File: src/rtl/cpu_isa_pkg.sv
// Shared ISA definitions for the fetch path: opcodes, widths, the fetch entry
// record and the fetch state encoding.
package cpu_isa_pkg;

  localparam int XLEN    = 32;
  localparam int INSTR_W = 32;

  localparam logic [5:0] OPC_RTYPE = 6'b000000;
  localparam logic [5:0] OPC_J     = 6'b000010;
  localparam logic [5:0] OPC_BEQ   = 6'b000100;
  localparam logic [5:0] OPC_ADDI  = 6'b001000;

  typedef struct packed {
    logic [XLEN-1:0]    pc;
    logic [INSTR_W-1:0] instr;
  } fetch_entry_t;

  typedef enum logic {
    ST_FETCH = 1'b0,
    ST_HALT  = 1'b1
  } fetch_state_e;

  function automatic logic [5:0] opcode_of(input logic [INSTR_W-1:0] instr);
    return instr[31:26];
  endfunction

endpackage

File: src/rtl/instr_fetch_unit_if.sv
// Fetch-to-decode valid/ready channel carrying one {pc, instr} entry.
interface instr_fetch_unit_if;
  import cpu_isa_pkg::*;

  logic               if_valid;
  logic               if_ready;
  logic [INSTR_W-1:0] if_instr;
  logic [XLEN-1:0]    if_pc;

  modport master (output if_valid, output if_instr, output if_pc, input if_ready);
  modport slave  (input if_valid, input if_instr, input if_pc, output if_ready);

endinterface

File: src/rtl/fetch_fifo.sv
// Synchronous FIFO with flush; a full FIFO may push and pop on the same edge.
module fetch_fifo #(
  parameter int DEPTH = 2,
  parameter int WIDTH = 64
) (
  input  logic             clk,
  input  logic             rst_n,
  input  logic             flush,
  input  logic             push,
  input  logic [WIDTH-1:0] push_data,
  input  logic             pop,
  output logic [WIDTH-1:0] head_data,
  output logic             full,
  output logic             empty
);

  localparam int PTR_W = $clog2(DEPTH);
  localparam logic [PTR_W-1:0] PTR_ONE  = PTR_W'(1);
  localparam logic [PTR_W:0]   CNT_ONE  = (PTR_W+1)'(1);
  localparam logic [PTR_W:0]   CNT_FULL = (PTR_W+1)'(DEPTH);

  logic [PTR_W-1:0] head_q, head_d, tail_q, tail_d;
  logic [PTR_W:0]   count_q, count_d;
  logic [WIDTH-1:0] mem_q [DEPTH];
  logic [WIDTH-1:0] mem_d [DEPTH];
  logic             do_push, do_pop;

  assign full      = (count_q == CNT_FULL);
  assign empty     = (count_q == '0);
  assign head_data = mem_q[head_q];
  assign do_push   = push && (!full || pop) && !flush;
  assign do_pop    = pop && !empty && !flush;

  always_comb begin
    head_d  = head_q;
    tail_d  = tail_q;
    count_d = count_q;
    mem_d   = mem_q;
    if (flush) begin
      head_d  = '0;
      tail_d  = '0;
      count_d = '0;
    end else begin
      if (do_push) begin
        mem_d[tail_q] = push_data;
        tail_d        = tail_q + PTR_ONE;
      end
      if (do_pop) begin
        head_d = head_q + PTR_ONE;
      end
      case ({do_push, do_pop})
        2'b10:   count_d = count_q + CNT_ONE;
        2'b01:   count_d = count_q - CNT_ONE;
        default: count_d = count_q;
      endcase
    end
  end

  always_ff @(posedge clk) begin
    if (!rst_n) begin
      head_q  <= '0;
      tail_q  <= '0;
      count_q <= '0;
    end else begin
      head_q  <= head_d;
      tail_q  <= tail_d;
      count_q <= count_d;
    end
  end

  // Storage needs no reset: entries are only visible while count_q covers them.
  always_ff @(posedge clk) begin
    mem_q <= mem_d;
  end

endmodule

File: src/rtl/instr_fetch_unit.sv
// Instruction fetch unit: owns the PC, fetches from a combinational ROM and
// buffers {pc, instr} for decode. Define IFU_JUMP_PREDECODE_EN to resolve `j` locally.
module instr_fetch_unit
  import cpu_isa_pkg::*;
#(
  parameter logic [XLEN-1:0] RESET_PC   = 32'h0000_0000,
  parameter int              FIFO_DEPTH = 2
) (
  input  logic               clk,
  input  logic               rst_n,
  output logic [XLEN-1:0]    imem_addr,
  input  logic [INSTR_W-1:0] imem_instr,
  instr_fetch_unit_if.master dec,
  input  logic               redirect_valid,
  input  logic [XLEN-1:0]    redirect_target,
  output logic               halted,
  output logic [31:0]        fetch_count
);

  fetch_state_e state_q, state_d;
  logic [XLEN-1:0] pc_q, pc_d, pc_plus4, jump_target;
  logic [31:0]     fetch_count_q, fetch_count_d;
  fetch_entry_t    last_q, last_d, head, push_entry;
  logic            fifo_full, fifo_empty, pop, push, can_fetch, is_jump;

  assign pop        = !fifo_empty && dec.if_ready;
  assign push_entry = '{pc: pc_q, instr: imem_instr};

  fetch_fifo #(
    .DEPTH (FIFO_DEPTH),
    .WIDTH ($bits(fetch_entry_t))
  ) u_fifo (
    .clk       (clk),
    .rst_n     (rst_n),
    .flush     (redirect_valid),
    .push      (push),
    .push_data (push_entry),
    .pop       (pop),
    .head_data (head),
    .full      (fifo_full),
    .empty     (fifo_empty)
  );

  always_comb begin
    pc_plus4 = pc_q + 32'd4;
`ifdef IFU_JUMP_PREDECODE_EN
    is_jump     = (opcode_of(imem_instr) == OPC_J);
    jump_target = {pc_plus4[31:28], imem_instr[25:0], 2'b00};
`else
    is_jump     = 1'b0;
    jump_target = pc_plus4;
`endif
    can_fetch     = (state_q == ST_FETCH) && !redirect_valid && (!fifo_full || pop);
    push          = can_fetch && !is_jump;
    pc_d          = pc_q;
    state_d       = state_q;
    fetch_count_d = fetch_count_q;
    last_d        = last_q;
    // Redirect wins over everything, but a same-edge transfer still belongs to decode.
    if (redirect_valid) begin
      pc_d    = redirect_target & ~32'h3;
      state_d = ST_FETCH;
    end else if (can_fetch) begin
      if (is_jump) begin
        pc_d = jump_target;
        if (jump_target == pc_q) begin
          state_d = ST_HALT;
        end
      end else begin
        pc_d = pc_plus4;
      end
    end
    if (pop) begin
      fetch_count_d = fetch_count_q + 32'd1;
      last_d        = head;
    end
  end

  always_ff @(posedge clk) begin
    if (!rst_n) begin
      state_q       <= ST_FETCH;
      pc_q          <= RESET_PC;
      fetch_count_q <= '0;
      last_q        <= '0;
    end else begin
      state_q       <= state_d;
      pc_q          <= pc_d;
      fetch_count_q <= fetch_count_d;
      last_q        <= last_d;
    end
  end

  // With the buffer empty, decode keeps seeing the entry it last consumed.
  assign imem_addr    = pc_q;
  assign fetch_count  = fetch_count_q;
  assign dec.if_valid = !fifo_empty;
  assign dec.if_pc    = fifo_empty ? last_q.pc    : head.pc;
  assign dec.if_instr = fifo_empty ? last_q.instr : head.instr;

`ifdef IFU_JUMP_PREDECODE_EN
  assign halted = (state_q == ST_HALT);
`else
  assign halted = 1'b0;
`endif

endmodule
File: src/flat_wrapper.sv
// flat-port wrapper written by rule: the top's interface ports become plain ports
module instr_fetch_unit_flat import cpu_isa_pkg::*;
#(
  parameter logic [XLEN-1:0] RESET_PC   = 32'h0000_0000,
  parameter int              FIFO_DEPTH = 2
)
  (clk, rst_n, imem_addr, imem_instr, redirect_valid, redirect_target, halted, fetch_count, dec_if_valid, dec_if_instr, dec_if_pc, dec_if_ready);
  instr_fetch_unit_if dec_i ();
  input  logic clk;
  input  logic rst_n;
  output logic [XLEN-1:0] imem_addr;
  input  logic [INSTR_W-1:0] imem_instr;
  input  logic redirect_valid;
  input  logic [XLEN-1:0] redirect_target;
  output logic halted;
  output logic [31:0] fetch_count;
  output wire logic [$bits(dec_i.if_valid)-1:0] dec_if_valid;
  output wire logic [$bits(dec_i.if_instr)-1:0] dec_if_instr;
  output wire logic [$bits(dec_i.if_pc)-1:0] dec_if_pc;
  input wire logic [$bits(dec_i.if_ready)-1:0] dec_if_ready;
  assign dec_if_valid = dec_i.if_valid;
  assign dec_if_instr = dec_i.if_instr;
  assign dec_if_pc = dec_i.if_pc;
  assign dec_i.if_ready = dec_if_ready;
  instr_fetch_unit #(.RESET_PC(RESET_PC), .FIFO_DEPTH(FIFO_DEPTH)) u_core (.clk(clk), .rst_n(rst_n), .imem_addr(imem_addr), .imem_instr(imem_instr), .dec(dec_i), .redirect_valid(redirect_valid), .redirect_target(redirect_target), .halted(halted), .fetch_count(fetch_count));
endmodule
File: config.mk
export PLATFORM = sky130hd
export DESIGN_NAME = instr_fetch_unit_flat
export DESIGN_NICKNAME = d
export VERILOG_FILES = /design/src/rtl/cpu_isa_pkg.sv /design/src/rtl/instr_fetch_unit_if.sv /design/src/rtl/fetch_fifo.sv /design/src/rtl/instr_fetch_unit.sv /design/src/flat_wrapper.sv
export SDC_FILE = /design/constraint.sdc
export NUM_CORES = 1
export LEC_CHECK = 0
export ABC_AREA = 1
export BUFFER_PORTS_ARGS = -buffer_cell sky130_fd_sc_hd__buf_2
export CORE_ASPECT_RATIO = 0.8
export CORE_UTILIZATION = 45
export CTS_CLUSTER_SIZE = 12
export DETAILED_ROUTE_END_ITERATION = 8
export PLACE_DENSITY = 0.67
export SLEW_MARGIN = 10
export SYNTH_ARGS = -nofsm -noshare
export SYNTH_HDL_FRONTEND = slang
export SYNTH_SLANG_ARGS = --single-unit
File: constraint.sdc
create_clock -name clk -period 5 [get_ports clk]
set_clock_uncertainty 0.05 [all_clocks]
set_input_delay 0.25 -clock clk [delete_from_list [all_inputs] [get_ports clk]]
set_output_delay 0.25 -clock clk [all_outputs]
set_load 0.005 [all_outputs]
# Word level (Yosys, flattened, before mapping)
# Index checks and enable logic that the tools add are counted.
[word_totals]
latch_bits = 0
output_inout_bits = 130
rom_bits = 0
in_bits = 68
word_cells = 53
mem_bits_rw = 0
memories = 0
ff_bits = 260
[classes]
order_cmp = 3
n_shift = 0
div = 0
bitwise_logic = 4
mul = 0
reduce_logical = 16
eq_ne = 3
addsub = 6
muxes = 11
[ops]
columns = ["operator", "n"]
rows = [
  ["64-bit two-way mux", 4],
  ["128-bit bitwise mux", 1],
  ["32-bit two-way mux", 4],
  ["64-bit demux with 1-bit select", 1],
  ["32-bit by 1-bit adder with 32-bit output (second input constant)", 1],
  ["32-bit by 3-bit adder with 32-bit output (second input constant)", 1],
  ["1-bit logical AND", 7],
  ["2-bit equality test (second input constant)", 2],
  ["2-bit greater-or-equal comparator (second input constant)", 2],
  ["1-bit inverter with 2-bit output", 2],
  ["2-bit case mux with 2 select lines", 1],
  ["2-bit nonzero test", 2],
  ["1-bit logical NOT", 3],
  ["1-bit adder (second input constant)", 2],
  ["2-bit by 1-bit adder with 2-bit output (second input constant)", 1],
  ["2-bit by 1-bit equality test with 1-bit output (second input constant)", 1],
  ["2-bit logical NOT", 1],
  ["2-bit by 1-bit < comparator with 1-bit output (second input constant)", 1],
  ["1-bit inverter", 2],
  ["2-bit AND reduction", 1],
  ["2-bit OR reduction", 1],
  ["2-bit by 1-bit subtractor with 2-bit output (second input constant)", 1],
  ["1-bit logical OR", 1],
]

# Longest topological paths before layout
# Gate-level depths: netlist of the first run.
[logic_depth]
word_depth = 9
depth_mapped = 14

# By module
# Synthesis of the first run repeated with hierarchy kept, for this count alone.
[unflattened]
hier_cells = 1418
hier_area_um2 = 11785.1
[modules_own_cells]
columns = ["mod", "n_inst", "area_per_inst_um2", "seq_area_each_um2", "cells_each"]
rows = [
  ["instr_fetch_unit", 1, 6857.8, 2522.4, 1047],
  ["fetch_fifo", 1, 4927.2, 3923.8, 371],
]

# Worst setup path after synthesis of the first run
# Ideal clock, no wire load.
[synth_path]
path_kind = "register to register"
start = "register u_core.u_fifo.count_q[0]"
end = "register u_core.u_fifo.mem_q[100] (netlist bit) (enable)"
slack_ps = 826
path_stages_with_launch = 9
arrival_ps = 3640
path_cell_list = "dfxtp_1 > inv_1 > ha_1 > buf_6 > inv_6 > nand2_4 > nand2_4 > nand2_2 > nor2_1"
[synth_between]
elab_chain_cells = 8
[synth_rtl]
columns = ["item", "line_no", "text"]
rows = [
  ["from (decl)", "fetch_fifo.sv:23", "logic [PTR_W:0] count_q, count_d;"],
  ["from (signal assigned)", "fetch_fifo.sv:67", "count_q <= count_d;"],
  ["2-bit logical NOT *", "fetch_fifo.sv:29", "assign empty = (count_q == '0);"],
  ["1-bit logical NOT *", "--", ""],
  ["via dec_if_valid", "flat_wrapper.sv:17", "output wire logic [$bits(dec_i.if_valid)-1:0] dec_if_valid;"],
  ["1-bit logical AND *", "instr_fetch_unit.sv:26", "assign pop = !fifo_empty && dec.if_ready;"],
  ["1-bit logical OR *", "fetch_fifo.sv:31, instr_fetch_unit.sv:53", ""],
  ["1-bit logical AND", "instr_fetch_unit.sv:53", "can_fetch = (state_q == ST_FETCH) && !redirect_valid && (!fifo_full || pop);"],
  ["1-bit logical AND * (2 in series)", "fetch_fifo.sv:31", "assign do_push = push && (!full || pop) && !flush;"],
  ["2-bit AND reduction (no line) *", "--", ""],
  ["to (signal assigned)", "fetch_fifo.sv:73", "mem_q <= mem_d;"],
  ["to (decl)", "fetch_fifo.sv:24", "logic [WIDTH-1:0] mem_q [DEPTH];"],
]
# The timed path passes the listed nets; every way through them passes the cells marked *.
# A chain may end at the register's enable or synchronous reset.

# Final worst setup path of the first run
[layout_path]
start = "register u_core.u_fifo.count_q[0]"
end = "output dec_if_pc[17]"
[layout_between]
elab_chain_cells = 2
[layout_rtl]
columns = ["item", "line_no", "text"]
rows = [
  ["2-bit logical NOT", "fetch_fifo.sv:29", ""],
  ["32-bit two-way mux", "instr_fetch_unit.sv:97", "assign dec.if_pc = fifo_empty ? last_q.pc : head.pc;"],
  ["to (decl)", "flat_wrapper.sv:19", "output wire logic [$bits(dec_i.if_pc)-1:0] dec_if_pc;"],
]
# No other way between the ends.

==> results.json, run 1 <==
{
  "io_buffers": 190,
  "die_h_um": 142,
  "ios": 198,
  "slew-limit-headroom_pct": 23.9,
  "p_clk_share_pct": 40.0,
  "synth_top_family_by_area": "simple AND/OR/NAND/NOR gates",
  "core-area_um2": 23800,
  "avgSynthCellArea_um2": 9.26,
  "power.density_nw_per_um2": 341,
  "slowest_delay_ns": 0.84,
  "grt_pass1_vias": 8372,
  "dp_slack_ns": 2.20,
  "cp-end-kind": "output pin",
  "synthToLayoutAreaGrowth_pct": 22.1,
  "place_area_um2": 12200,
  "worstPathCellList": "inv_1 -> ha_4 -> buf_4 -> o21ai_0 -> buf_2",
  "core.rowCount": 50,
  "seq_area_frac_synth_pct": 56.8,
  "floorplan.initialDensity_pct": 46.6,
  "cts.path.max_buffers": 3,
  "via_per_inst": 5.14,
  "synth_ff_type": "dfxtp_1",
  "cts_tree": "done",
  "r2r_start": "u_core.u_fifo.count_q[0]",
  "wl_per_cell_um": 15.6,
  "peakVddDrop_uv": 233,
  "yosys.area_share.simple_pct": 17.6,
  "netlist_area_um2": 11100,
  "wl_um": 27200,
  "switchingPower_w": 0.00109,
  "synth-xor-area-share_pct": 1.11,
  "grt_overflow": 0,
  "crit_buf_inv": 3,
  "htree_levels": 1,
  "grt_pass1_wl_um": 43000,
  "start_kind": "flop",
  "drv_slew": 0,
  "synthCells": 1196,
  "dieArea_um2": 25200,
  "numCtsBuffers": 26,
  "status": "finished, final reports clean",
  "drt_iter0_markers": 603,
  "pwr-share-comb_pct": 9.1,
  "cts_sinks": 252,
  "p_sw_share_pct": 23.7,
  "ys_warn_count": 0,
  "seq_power_share_pct": 50.9,
  "cts-root-buf": "clkbuf_16",
  "setup.worst_path.start": "u_core.u_fifo.count_q[0]",
  "p_leak_nw": 5.21,
  "clock_latency_ns": 0.53,
  "min_path_type": "in -> reg",
  "min_from": "redirect_target[27]",
  "fmax_mhz": 340,
  "muxShareOfSynthArea_pct": 5.61,
  "setup_violations": 0,
  "cp.required_ns": 4.70,
  "ys_async_sr_fraction_pct": 0,
  "route.vias.total": 8969,
  "dr.pass1.iters": 5,
  "grt_antenna_before_repair": 0,
  "design_area_um2": 13500,
  "synth-adder-area-share_pct": 0.452,
  "intPower_w": 0.00352,
  "ys_ff_latch": 252,
  "cp_slowest_cell": "buf_4",
  "crit_arrival_ns": 2.64,
  "diodes": 0,
  "drive_gt1_share_pct": 19.6,
  "cpLargestDelayFamily": "buffers and inverters",
  "fin_cells": 1746,
  "setup_ws_ns": 2.06,
  "synth_edf_count": 124,
  "dp_hpwl_um": 17500,
  "maxCapViolCount": 0,
  "grt_start_max_net_pins": 126,
  "worst_pin_slew_ns": 1.14,
  "ys_types": 42,
  "die_x_um": 177,
  "place.gp.congestion": 0.900,
  "drc": 0,
  "post_cts_resized": 0,
  "rsz0062_at_grt": "false",
  "period_share_pct": 58.9,
  "grt_usage_pct": 21.3,
  "clk_pin_slew_ns": 0.06,
  "synth_compound_area_share_pct": 12.8,
  "nNetsFinal": 1486,
  "setup_tns_ns": 0,
  "crit_type": "reg -> out",
  "ant_nets": 0,
  "crit_path_max_fanout": 125,
  "dp.cells": 1647,
  "final_hold_viol_count": 0,
  "period_needed_ns": 2.94,
  "power.total_w": 0.00461
}
==> metal layers <==
metal | vias to the layer above | wire length [um] | track usage (%)
met5 | - | 0 | 0
met4 | 0 | 467 | 4.77
met3 | 37 | 1700 | 3.55
met2 | 288 | 12000 | 33.4
met1 | 4150 | 13100 | 31.0
li1 | 4494 | - | -
==> worst min-delay path, cell delays in order <==
cell and delay, ns:
buf_2 0.09, nand2_1 0.05, o21ai_0 0.06, a21oi_1 0.04, nor2_1 0.07
==> what timing repair did <==
| action | CTS | global route |
|---|---|---|
| setup buffers | 0 | 0 |
| endpoints found under the hold margin | 83 | 0 |
| endpoints found under the setup margin | 0 | 0 |
| hold buffers | 51 | 0 |
==> cells in the final DEF, fill, tap and decap left out, types with 7 or more instances in the layout <==
| master | synthesis | layout |
|---|---|---|
| edfxtp_1 | 124 | 124 |
| buf_2 | 17 | 190 |
| inv_1 | 73 | 73 |
| clkbuf_16 | 0 | 28 |
| dlygate4sd3_1 | 0 | 51 |
| nand2_2 | 8 | 8 |
| xnor2_1 | 7 | 7 |
| buf_4 | 7 | 7 |
| clkbuf_1 | 34 | 14 |
| nor2_2 | 12 | 12 |
| a21oi_1 | 98 | 98 |
| a31oi_1 | 10 | 10 |
| o21ai_0 | 160 | 160 |
| nor3_1 | 11 | 11 |
| xor2_1 | 7 | 7 |
| nor2_1 | 99 | 97 |
| nor2_4 | 6 | 8 |
| dfxtp_1 | 128 | 127 |
| nand2_1 | 251 | 251 |
| nand4_1 | 10 | 10 |
| mux2i_1 | 62 | 62 |
| nand3_1 | 33 | 33 |
==> power groups by stage <==
stage	clock network [W]	registers (W)	logic [W]
global placement	0	0.00238	0.000380
CTS	0.00188	0.00234	0.000424
floorplan	0	0.00236	0.000236
detailed placement	0	0.00239	0.000391
global route	0.00196	0.00235	0.000471
finish	0.00184	0.00234	0.000421
==> through the flow <==
stage / hold slack [ns] / utilization [%]
2_1_floorplan: 0.299 / -
3_3_place_gp: 0.389 / 51.3
3_5_place_dp: 0.392 / 51.3
4_1_cts: 0.00163 / 56.9
5_1_grt: 0.0340 / 56.9
6_report: 0.0120 / 56.9
==> Yosys cell counts (all sizes together) (10+ instances only) <==
cell / number / area share, %
dfxtp: 128 / 23
edfxtp: 124 / 34
nor3: 13 / 0.73
mux2i: 62 / 5.6
clkbuf: 34 / 1.2
nand4: 10 / 0.57
inv: 80 / 2.8
nor2: 118 / 4.8
a31oi: 10 / 0.57
buf: 28 / 1.7
nand3: 36 / 1.8
a21oi: 100 / 4.6
nand2: 263 / 9.4
o21ai: 161 / 7.3
==> kinds of logic (layout without fill, tap and decap cells) <==
family                   Yosys count  in the layout
buffers and inverters            143            377
multiplexers                      62             62
AO/OA/AOI/OAI                    276            276
adder cells (fa/ha/maj)            4              4
AND/OR/NAND/NOR                  444            444
other                              1              5
flip-flops                       252            252
XOR/XNOR                          14             14
==> cell type report <==
cell class | count | area [um2]
Clock inverter | 3 | 13.8
Sequential cell | 252 | 6290
Multi-Input combinational cell | 805 | 4200
Tap cell | 312 | 390
Fill cell | 2120 | 10300
Clock buffer | 45 | 795
Inverter | 81 | 312
Timing Repair Buffer | 248 | 1510
==> worst paths after layout <==
path                                 end  slack [ns]  cells past startpoint
setup / recovery           dec_if_pc[17]        2.06                      5
hold / removal      u_core.imem_addr[27]        0.01                      5
setup reg to reg       u_core.last_q[42]        2.22                      7
hold reg to reg   u_core.fetch_count[31]        0.45                      2
==> flip-flops by register name, indices dropped and copies added, names as in the netlist <==
register               flops
u_core.fetch_count        32
u_core.u_fifo.mem_q      124
u_core.u_fifo.head_q       1
u_core.u_fifo.tail_q       1
u_core.last_q             62
u_core.u_fifo.count_q      2
u_core.imem_addr          30
No activity file was read; power rests on OpenSTA's default activity.
==> inputs of run 2 (changes only) <==
- ABC_AREA: 1 -> 0
- PLACE_DENSITY: 0.67 -> 0.69
- clock period: 5 -> 2.5 ns (I/O delays scaled with it)
==> results.json, run 2 <==
{
  "grt_antenna_before_repair": 0,
  "drv_slew": 0,
  "cts.path.max_buffers": 3,
  "ys_types": 56,
  "synth-adder-area-share_pct": 0.459,
  "r2r_start": "u_core.u_fifo.count_q[0]",
  "route.vias.total": 8509,
  "grt_overflow": 0,
  "start_kind": "flop",
  "seq_area_frac_synth_pct": 57.7,
  "worst_pin_slew_ns": 0.945,
  "die_h_um": 141,
  "place.gp.congestion": 0.856,
  "design_area_um2": 13700,
  "clk_pin_slew_ns": 0.06,
  "dr.pass1.iters": 5,
  "muxShareOfSynthArea_pct": 12.8,
  "synth_edf_count": 124,
  "reg2reg_depth": 5,
  "io_buffers": 190,
  "fin_cells": 1551,
  "ys_async_sr_fraction_pct": 0,
  "slew-limit-headroom_pct": 37.0,
  "min_path_type": "in -> reg",
  "synth_area_leaders": "edfxtp_1 (34%), dfxtp_1 (24%), mux2_2 (13%)",
  "fmax_mhz": 424,
  "period_needed_ns": 2.36,
  "min_from": "rst_n",
  "clock_latency_ns": 0.52,
  "status": "finished, final reports clean",
  "yosys.area_share.simple_pct": 16.7,
  "grt_pass1_vias": 8304,
  "cts-root-buf": "clkbuf_16",
  "wl_per_cell_um": 17.7,
  "cp-end-kind": "output pin",
  "ios": 198,
  "peakVddDrop_uv": 443,
  "regToRegEndpoint": "u_core.u_fifo.mem_q[49]",
  "largest_reg_flops": 124,
  "p_leak_nw": 5.23,
  "cts_tree": "done",
  "floorplan.initialDensity_pct": 46.2,
  "final_hold_viol_count": 0,
  "maxCapViolCount": 0,
  "power.density_nw_per_um2": 689,
  "cp.required_ns": 2.33,
  "crit_path_max_fanout": 31,
  "synth_compound_area_share_pct": 7.28,
  "postCtsHoldBufs": 63,
  "die_x_um": 176,
  "crit_arrival_ns": 2.19,
  "drt_iter0_markers": 546,
  "cts_sinks": 252,
  "htree_levels": 1,
  "cts_setup_buffers": 0,
  "synth_top_family_by_area": "simple AND/OR/NAND/NOR gates",
  "whs_endpoint": "u_core.imem_addr[27]",
  "core-area_um2": 23600,
  "dp_slack_ns": 0.255,
  "grt_usage_pct": 21.9,
  "synth-xor-area-share_pct": 1.77,
  "dieArea_um2": 24900,
  "crit_type": "reg -> out",
  "ys_warn_count": 0,
  "ys_ff_latch": 252,
  "numCtsBuffers": 26,
  "yosys.area.top_type": "edfxtp_1",
  "yosys-top-cells-count": "nor2_1 (149), dfxtp_1 (128), edfxtp_1 (124), mux2_2 (124), nor3_1 (73)",
  "grt_pass1_wl_um": 43400,
  "setup_ws_ns": 0.139,
  "netlist_area_um2": 10900,
  "regMostFlops": "u_core.u_fifo.mem_q",
  "ant_nets": 0,
  "synthToLayoutAreaGrowth_pct": 25.6,
  "synth.top_cell.area_share_pct": 34.2,
  "setup_tns_ns": 0,
  "core.rowCount": 50,
  "drc": 0,
  "post_cts_resized": 0,
  "avgSynthCellArea_um2": 11.2,
  "final_cell_mix": "buf_2 (190), nor2_1 (148), dfxtp_1 (125), mux2_2 (124), edfxtp_1 (124)",
  "dp.cells": 1440,
  "grt_start_max_net_pins": 79,
  "dp_hpwl_um": 16700,
  "setup_violations": 0,
  "period_share_pct": 94.4,
  "synth_most_common_cell": "nor2_1",
  "via_per_inst": 5.49,
  "wl_um": 27400,
  "synthCells": 975,
  "rrSetupSlack_ns": 0.25,
  "nNetsFinal": 1291,
  "layout_commonest_cell": "buf_2",
  "synth_ff_type": "dfxtp_1",
  "rsz0062_at_grt": "false",
  "drive_gt1_share_pct": 32.0,
  "power.total_w": 0.00944,
  "min_path_cells": 3,
  "place_area_um2": 12300
}
-- run 2: changes by cell type after synthesis, moves of 50 or more --
| cell | previous run | this run |
|---|---|---|
| o21ai_0 | 160 | 32 |
| mux2_2 | 0 | 124 |
| nor3_1 | 11 | 73 |
| nand2_1 | 251 | 23 |
| a21oi_1 | 98 | 37 |
| mux2i_1 | 62 | 0 |
| inv_1 | 73 | 14 |
| nor2_1 | 99 | 149 |
-- run 2: how the worst max path moves through the flow --
stage                                         from                  endpoint  slack, ns  cells after the start
after floorplan           u_core.u_fifo.count_q[0]  u_core.u_fifo.mem_q[100]      -0.35                      6
after detailed placement  u_core.u_fifo.count_q[0]   u_core.u_fifo.mem_q[11]       0.25                      5
after CTS                 u_core.u_fifo.count_q[0]             dec_if_pc[14]       0.11                      6
after global routing      u_core.u_fifo.count_q[0]             dec_if_pc[14]       0.05                      6
final                     u_core.u_fifo.count_q[0]             dec_if_pc[14]       0.14                      6
after global placement    u_core.u_fifo.count_q[0]    u_core.u_fifo.mem_q[7]       0.29                      5
-- run 2: routing by layer --
layer	track usage [%]	wire length [um]	vias up
met1	29.5	12400	4100
met3	4.53	1730	55
met5	0	0	-
met2	35.6	12600	286
met4	6.64	733	0
li1	-	-	4068
-- run 2: logic make-up (layout without fill, tap and decap cells) --
logic type                 Yosys count  after routing
muxes                              124            124
AOI/OAI and AO/OA                  124            124
and+or+nand+nor                    364            364
other                                1              6
DFF                                252            252
adders and majority gates            4              4
buffers and inverters               84            343
xor gates and xnor gates            22             22
-- run 2: per-stage QoR --
stage | utilization [%] | hold WS, ns
3_3_place_gp | 52.1 | 0.264
4_1_cts | 58.0 | 0.0759
3_5_place_dp | 52.1 | 0.267
2_1_floorplan | - | 0.174
5_1_grt | 58.0 | 0.0902
6_report | 58.0 | 0.0950
-- run 2: worst max-delay path: stages, from the launching register on --
cell     delay (ns)
dfxtp_2        0.35
inv_2          0.06
ha_4           0.18
inv_2          0.06
buf_4          0.45
mux2_2         0.43
buf_2          0.14
-- run 2: power by group --
part / switching [W] / total [W] / internal (W)
clock: 0.00152 / 0.00356 / 0.00203
combinational: 0.000607 / 0.00118 / 0.000575
sequential: 0.000122 / 0.00470 / 0.00458
total: 0.00225 / 0.00944 / 0.00718
-- run 2: layout make-up --
class / count / area (um2)
Fill cell: 1951 / 9900
Sequential cell: 252 / 6290
Multi-Input combinational cell: 643 / 4330
Timing Repair Buffer: 280 / 1830
Clock buffer: 40 / 744
Tap cell: 312 / 390
Inverter: 16 / 63.8
Clock inverter: 7 / 28.8
Antenna cell: 1 / 2.50
